`src/rtl/cache_bypass_rsp.sv`:
```
// Bypass DRAM response path: word extraction, response FIFO, pending tracking and flush drain.
// Optional perf counters enabled by defining CACHE_BYPASS_RSP_PERF_EN.
module cache_bypass_rsp #(
  parameter int NUM_BANKS       = 4,
  parameter int CACHE_LINE_SIZE = 64,
  parameter int WORD_SIZE       = 4,
  parameter int DRAM_TAG_WIDTH  = 32 - $clog2(CACHE_LINE_SIZE),
  parameter int RSQ_SIZE        = 4,
  parameter int MAX_PENDING     = 8,
  localparam int WORDS          = CACHE_LINE_SIZE / WORD_SIZE,
  localparam int WSEL_BITS      = (WORDS > 1) ? $clog2(WORDS) : 1,
  localparam int CORE_TAG_WIDTH = DRAM_TAG_WIDTH - WSEL_BITS
) (
  input  logic                         clk,
  input  logic                         reset,
  input  logic                         flush,
  input  logic                         bypass_req_fire,
  output logic                         pending_full,
  input  logic                         dram_rsp_valid,
  input  logic [CACHE_LINE_SIZE*8-1:0] dram_rsp_data,
  input  logic [DRAM_TAG_WIDTH-1:0]    dram_rsp_tag,
  output logic                         dram_rsp_ready,
  output logic                         core_rsp_valid,
  output logic [WORD_SIZE*8-1:0]       core_rsp_data,
  output logic [CORE_TAG_WIDTH-1:0]    core_rsp_tag,
  input  logic                         core_rsp_ready,
  output logic                         busy,
  output logic                         flush_done
`ifdef CACHE_BYPASS_RSP_PERF_EN
  ,
  output logic [31:0]                  perf_rsp_count,
  output logic [31:0]                  perf_stall_cycles
`endif
);

  localparam int AW = $clog2(RSQ_SIZE);
  localparam int DW = WORD_SIZE * 8;
  localparam int PW = $clog2(MAX_PENDING + 1);
  localparam logic [PW-1:0] PMAX = PW'(MAX_PENDING);

  typedef enum logic [1:0] {
    S_IDLE,
    S_DRAIN,
    S_DONE
  } state_e;

  if (NUM_BANKS < 1) begin : g_bad_banks
    $error("NUM_BANKS must be at least 1");
  end

  logic [AW:0]               wptr_q, wptr_d;
  logic [AW:0]               rptr_q, rptr_d;
  logic [DW-1:0]             data_q [RSQ_SIZE];
  logic [DW-1:0]             data_d [RSQ_SIZE];
  logic [CORE_TAG_WIDTH-1:0] tag_q  [RSQ_SIZE];
  logic [CORE_TAG_WIDTH-1:0] tag_d  [RSQ_SIZE];
  logic [PW-1:0]             pend_q, pend_d;
  state_e                    state_q, state_d;

  logic          full;
  logic          empty;
  logic          push;
  logic          pop;
  logic [DW-1:0] sel_word;

  assign full  = (wptr_q[AW] != rptr_q[AW]) &&
                 (wptr_q[AW-1:0] == rptr_q[AW-1:0]);
  assign empty = (wptr_q == rptr_q);
  assign push  = dram_rsp_valid && !full;
  assign pop   = !empty && core_rsp_ready;

  assign dram_rsp_ready = !full;
  assign core_rsp_valid = !empty;
  assign core_rsp_data  = data_q[rptr_q[AW-1:0]];
  assign core_rsp_tag   = tag_q[rptr_q[AW-1:0]];
  assign pending_full   = (pend_q == PMAX) || (state_q == S_DRAIN);
  assign busy           = (state_q != S_IDLE);

  // Pick the addressed word out of the incoming line
  always_comb begin
    sel_word = '0;
    for (int w = 0; w < WORDS; w++) begin
      if (dram_rsp_tag[WSEL_BITS-1:0] == WSEL_BITS'(w)) begin
        sel_word = dram_rsp_data[w*DW +: DW];
      end
    end
  end

  // FIFO write/read pointer and storage update
  always_comb begin
    wptr_d = wptr_q;
    rptr_d = rptr_q;
    data_d = data_q;
    tag_d  = tag_q;
    if (push) begin
      data_d[wptr_q[AW-1:0]] = sel_word;
      tag_d[wptr_q[AW-1:0]]  = dram_rsp_tag[DRAM_TAG_WIDTH-1:WSEL_BITS];
      wptr_d = wptr_q + 1'b1;
    end
    if (pop) begin
      rptr_d = rptr_q + 1'b1;
    end
  end

  // Outstanding request count: saturates at both 0 and MAX_PENDING
  always_comb begin
    pend_d = pend_q;
    if (bypass_req_fire && push) begin
      pend_d = pend_q;
    end else if (bypass_req_fire && (pend_q != PMAX)) begin
      pend_d = pend_q + 1'b1;
    end else if (push && (pend_q != '0)) begin
      pend_d = pend_q - 1'b1;
    end
  end

  // Flush drain sequencing
  always_comb begin
    state_d    = state_q;
    flush_done = 1'b0;
    unique case (state_q)
      S_IDLE: begin
        if (flush) state_d = S_DRAIN;
      end
      S_DRAIN: begin
        if ((pend_q == '0) && empty) state_d = S_DONE;
      end
      S_DONE: begin
        flush_done = 1'b1;
        state_d    = S_IDLE;
      end
      default: state_d = S_IDLE;
    endcase
  end

  // State registers
  always_ff @(posedge clk or posedge reset) begin
    if (reset) begin
      wptr_q  <= '0;
      rptr_q  <= '0;
      pend_q  <= '0;
      state_q <= S_IDLE;
      for (int i = 0; i < RSQ_SIZE; i++) begin
        data_q[i] <= '0;
        tag_q[i]  <= '0;
      end
    end else begin
      wptr_q  <= wptr_d;
      rptr_q  <= rptr_d;
      pend_q  <= pend_d;
      state_q <= state_d;
      data_q  <= data_d;
      tag_q   <= tag_d;
    end
  end

`ifdef CACHE_BYPASS_RSP_PERF_EN
  logic [31:0] perf_rsp_count_q, perf_rsp_count_d;
  logic [31:0] perf_stall_cycles_q, perf_stall_cycles_d;

  assign perf_rsp_count    = perf_rsp_count_q;
  assign perf_stall_cycles = perf_stall_cycles_q;

  // Count pops and cycles where DRAM is stalled by a full FIFO
  always_comb begin
    perf_rsp_count_d    = perf_rsp_count_q;
    perf_stall_cycles_d = perf_stall_cycles_q;
    if (pop) perf_rsp_count_d = perf_rsp_count_q + 32'd1;
    if (dram_rsp_valid && full) begin
      perf_stall_cycles_d = perf_stall_cycles_q + 32'd1;
    end
  end

  // Perf counter registers
  always_ff @(posedge clk or posedge reset) begin
    if (reset) begin
      perf_rsp_count_q    <= '0;
      perf_stall_cycles_q <= '0;
    end else begin
      perf_rsp_count_q    <= perf_rsp_count_d;
      perf_stall_cycles_q <= perf_stall_cycles_d;
    end
  end
`endif

endmodule

```
`config.mk`:
```
export PLATFORM = sky130hd
export DESIGN_NAME = cache_bypass_rsp
export DESIGN_NICKNAME = d
export VERILOG_FILES = /design/src/rtl/cache_bypass_rsp.sv
export SDC_FILE = /design/constraint.sdc
export NUM_CORES = 1
export LEC_CHECK = 0
export BUFFER_PORTS_ARGS = -buffer_cell sky130_fd_sc_hd__buf_2
export CELL_PAD_IN_SITES_DETAIL_PLACEMENT = 2
export CELL_PAD_IN_SITES_GLOBAL_PLACEMENT = 2
export CORE_MARGIN = 2
export CORE_UTILIZATION = 28
export CTS_BUF_LIST = sky130_fd_sc_hd__clkbuf_16
export CTS_CLUSTER_SIZE = 16
export DETAILED_ROUTE_END_ITERATION = 8
export MAX_ROUTING_LAYER = met4
export PLACE_DENSITY_LB_ADDON = 0.1
export SLEW_MARGIN = 30
export SYNTH_ARGS = -nofsm -noshare
export SYNTH_HDL_FRONTEND = slang
export SYNTH_SLANG_ARGS = --single-unit
export TNS_END_PERCENT = 1
```
`constraint.sdc`:
```
create_clock -name clk -period 6.8 [get_ports clk]
set_input_delay 0 -clock clk [delete_from_list [all_inputs] [get_ports clk]]
set_output_delay 0 -clock clk [all_outputs]
set_load 0.01 [all_outputs]
```
==> results.md <==
- In this run, the number of DRC markers left after iteration 0 of detailed routing was 1,165.
- The part of the power in registers is 0.318.
- The worst setup path endpoint is data_q[25].
- The capture point of the worst reg-to-reg path is data_q[115].
- The origin of the worst setup path is dram_rsp_tag[1].
- At the pin with the least slew margin, the transition time is 0.966 ns.
- The number of levels the H-tree was split into is 1.
- The final layout contains 3,025 nets.
- The most used flip-flop cell after synthesis is dfrtp_1.
- Using the TritonRoute via totals, the vias-per-cell ratio works out to 5.59.
- The final total negative setup slack is 0 ns.
- The share of cells above drive strength 1 is 0.327.
- The top-level port count is 603.
- Global routing finished with a remaining overflow of 0.
- The run finished with clean final reports.
- The timing-limited maximum frequency is 323 MHz.
- The initial core utilization is 0.283.
- The maximum number of pins on one net before global-route repair is 129.
- The worst path needs 3.09 ns of the cycle, external delays included.
- In the final routed layout, each cell accounts on average for 29.7 um.
- The floorplan step set the die width to 245 um.
- Port buffering added 602 buffers.
- Counting flops with an async set or reset pin after synthesis yields a share of 1.00.
- The depth of the worst register-to-register path is 6.
- The Yosys step of the flow raised 0 warnings.
- TritonCTS built the clock tree.
- The synthesized area divided by synthesized cell count is 8.49 um^2.
- Setup repair after global routing left no endpoint under its margin.
- The number of buffers added for setup after CTS is 0.
- The maximum clock path buffer count is 3.
- Yosys mapped a number of flops with a built-in enable equal to 0.
- The TritonCTS buffer count is 29.
- The residual DRC count is 0.
- Measured along the y axis, the die boundary spans 245 um.
- The required time at the worst-slack endpoint is 7.23 ns.
- The number of optimization iterations in the first detailed-route pass is 7.
- Once detailed placement completed, the half-perimeter wirelength came to 74,200 um.
- Along the worst path, the maximum fanout reaches 92.
- The maximum clock skew at final layout is 0.0126 ns.
- The TritonCTS sink count is 228.
- The number of buffers inserted by hold repair at cts is 63.
- The area of the die is 60,100 um^2.
- The post-synth net total is 2,469.
- The startpoint identified for the worst register-to-register timing path is rptr_q[0].
- In the global route stage, overall resource usage came out at 0.328.
- The post-synthesis cell count is 1,917.
- The slowest stage of the critical path is the nand3_1 cell.
- The core footprint is 57,600 um^2.
- The final hold violation count was 0.
- The remaining max-slew budget at the tightest pin is 0.350.
- The final period utilization is 0.455.
- The remaining number of nets flagged by the antenna check after routing is 0.
- The final number of setup-violating endpoints is 0.
- Cell internal power was estimated by the tool at 0.00452 W.
- The synthesized netlist contains 75 unique library cells.
- Dividing total power by cell area gives a power density of 363 nW/um^2.
- The critical path is of the in -> reg type.
- The number of global-route vias before repair is 20,000.
- After synthesis the netlist holds a flip-flop and latch count of 228.
- The root buffer selected by CTS is clkbuf_16.
- The wire length of the first global-routing pass is 141,000 um.
- The max-slew violation total from the final report is 0.
- At the end of routability-driven placement, the weighted congestion stood at 1.04.
- The kind of path behind the tightest hold check is in -> reg.
- The detailed router placed 18,400 vias in this run.
- The share of total power dissipated in combinational logic is 0.474.
- After clock tree synthesis, the repair step resized 0 gates.
- The worst vdd rail ir drop is 0.000226 V.
- In this run the static leakage power is 9.62 nW.
- The cell row count is 88.
- After routing the design area is 21,500 um^2.
- Traced cell by cell, the critical path runs through buf_6 -> buf_4 -> nand3_1 -> a21oi_1 -> a2bb2oi_1 -> dlygate4sd3_1 -> o31ai_1.
- After detailed routing, the total wire length is 97,400 um.
- After clock tree synthesis, the clock-pin slew on the worst setup and hold paths is 0.06 ns.
- The area of the mapped netlist is 16,300 um^2.
- Clock latency on the worst-skew pair, taken at its later pin, is 0.57 ns.
- In this run the cell area measured after placement is 19,800 um^2.
- STA classifies the critical path endpoint as a flip-flop.
- The tool flagged a number of max-cap violations equal to 0.
- The switching part of the total power is 0.421.
- The area added between synthesis and finish is 32.4%.
- For this design the total switching power over the nets is 0.00329 W.
- Of the synthesized area, sequential elements account for 0.351.
- The endpoint arrival time on the critical path is 3.53 ns.
- The delay of the slowest critical-path stage is 0.83 ns.
- The share of total power dissipated in the clock network is 0.208.
- The initial antenna violation count is 29.
- The number of inserted filler cells in the final layout is 6,590.
- The reg2reg setup slack is 3.73 ns.
- The kind of launch point of the worst setup path is an input port.
layer usage:
layer / track usage / share of wire
met5: - / 0
met2: 0.554 / 0.50
met3: 0.0443 / 0.049
met4: 0.0850 / 0.024
met1: 0.413 / 0.43
worst max-delay path: cells and delay by family:
kind / cells / cell delay [ns]
buf+inv: 3 / 1.77
compound gates: 3 / 0.89
simple gates: 1 / 0.83
cell usage in the layout, fill, tap and decap left out, types with 5 or more instances in the layout:
| cell type | n |
|---|---|
| buf_2 | 600 |
| nand2_1 | 442 |
| dfrtp_1 | 226 |
| o21ai_0 | 191 |
| a21oi_1 | 153 |
| nor2_1 | 110 |
| mux4_2 | 77 |
| mux2i_1 | 70 |
| dlygate4sd3_1 | 63 |
| a31oi_1 | 52 |
| o22ai_1 | 47 |
| nor2b_1 | 41 |
| a211oi_1 | 31 |
| and3b_1 | 29 |
| clkbuf_16 | 29 |
| buf_4 | 29 |
| diode_2 | 25 |
| mux2_2 | 20 |
| o21ai_1 | 18 |
| a221oi_1 | 16 |
| o221ai_1 | 13 |
| nand2b_1 | 12 |
| nor3_1 | 12 |
| a222oi_1 | 12 |
| clkinv_1 | 10 |
| o211ai_1 | 10 |
| inv_1 | 9 |
| a22oi_1 | 9 |
| nand3_1 | 9 |
| a32oi_1 | 8 |
| o31ai_1 | 8 |
| nand4_1 | 8 |
| ha_1 | 7 |
| clkinv_2 | 6 |
| o311ai_1 | 6 |
| xnor2_1 | 5 |
| bufinv_16 | 5 |
Yosys cell counts (all sizes together) (5+ instances only):
library cell | n | area, um^2
a211oi | 31 | 233
a21oi | 153 | 766
a221oi | 18 | 170
a222oi | 12 | 120
a22oi | 9 | 67.6
a311oi | 7 | 86.3
a31oi | 53 | 338
a32oi | 8 | 70.1
and3b | 30 | 263
buf | 93 | 483
clkbuf | 80 | 302
dfrtp | 228 | 5710
ha | 7 | 87.6
inv | 13 | 48.8
mux2 | 20 | 225
mux2i | 70 | 701
mux4 | 77 | 1730
nand2 | 447 | 1680
nand2b | 12 | 75.1
nand3 | 9 | 45.0
nand3b | 5 | 41.3
nand4 | 8 | 50.1
nor2 | 110 | 413
nor2b | 44 | 275
nor3 | 12 | 60.1
nor3b | 5 | 42.5
o211ai | 10 | 75.1
o21ai | 209 | 1050
o221ai | 13 | 114
o22ai | 47 | 294
o311ai | 10 | 87.6
o31ai | 8 | 60.1
xnor2 | 7 | 76.3
power groups by stage:
| stage | sequential [W] | combinational, W | clock [W] |
|---|---|---|---|
| after global placement | 0.00251 | 0.00352 | 0 |
| after CTS | 0.00249 | 0.00376 | 0.00166 |
| final | 0.00248 | 0.00371 | 0.00163 |
| after global routing | 0.00257 | 0.00404 | 0.00172 |
| after floorplan | 0.00227 | 0.00233 | 0 |
| after detailed placement | 0.00250 | 0.00370 | 0 |
cell families after synthesis:
| family | after synthesis | synth area share |
|---|---|---|
| compound gates | 610 | 0.229 |
| xor+xnor | 11 | 0.00730 |
| fa+ha+maj | 8 | 0.00661 |
| buf+inv | 188 | 0.0517 |
| flops | 228 | 0.351 |
| mux | 167 | 0.163 |
| simple gates | 705 | 0.192 |
area by class of cell:
type	count	area, um^2	share of cell area
Multi-Input combinational cell	1501	9820	0.456
Sequential cell	228	5710	0.265
Timing Repair Buffer	698	3940	0.183
Tap cell	765	957	0.0444
Clock buffer	29	726	0.0337
Clock inverter	25	263	0.0122
Inverter	15	65.1	0.00302
Antenna cell	25	62.6	0.00290
sequential cells by signal (all words and copies together) (netlist names):
signal,count
data_q,128
pend_q,4
rptr_q,3
state_q,2
tag_q,88
wptr_q,3
stage by stage:
step           hold slack (ns)  total power, W  std cells  utilization  worst slack (ns)
3_3_place_gp             0.155         0.00602       3141        0.344              3.37
2_1_floorplan            0.105         0.00460       1917            -             0.552
4_1_cts                0.00264         0.00790       3260        0.373              3.67
6_report                0.0180         0.00782       3286        0.374              3.71
5_1_grt                 0.0170         0.00834       3282        0.374              3.50
3_5_place_dp             0.166         0.00620       3143        0.344              3.43
worst min-delay path by stage:
stage | end | cells after the start | from
finish | data_q[79] | 4 | dram_rsp_data[335]
global route | data_q[47] | 4 | dram_rsp_data[335]
CTS | data_q[57] | 4 | dram_rsp_data[473]
detailed placement | tag_q[3] | 2 | reset
global placement | tag_q[3] | 2 | reset
floorplan | tag_q[0] | 2 | dram_rsp_tag[4]
Power figures use the tool's default switching activity.
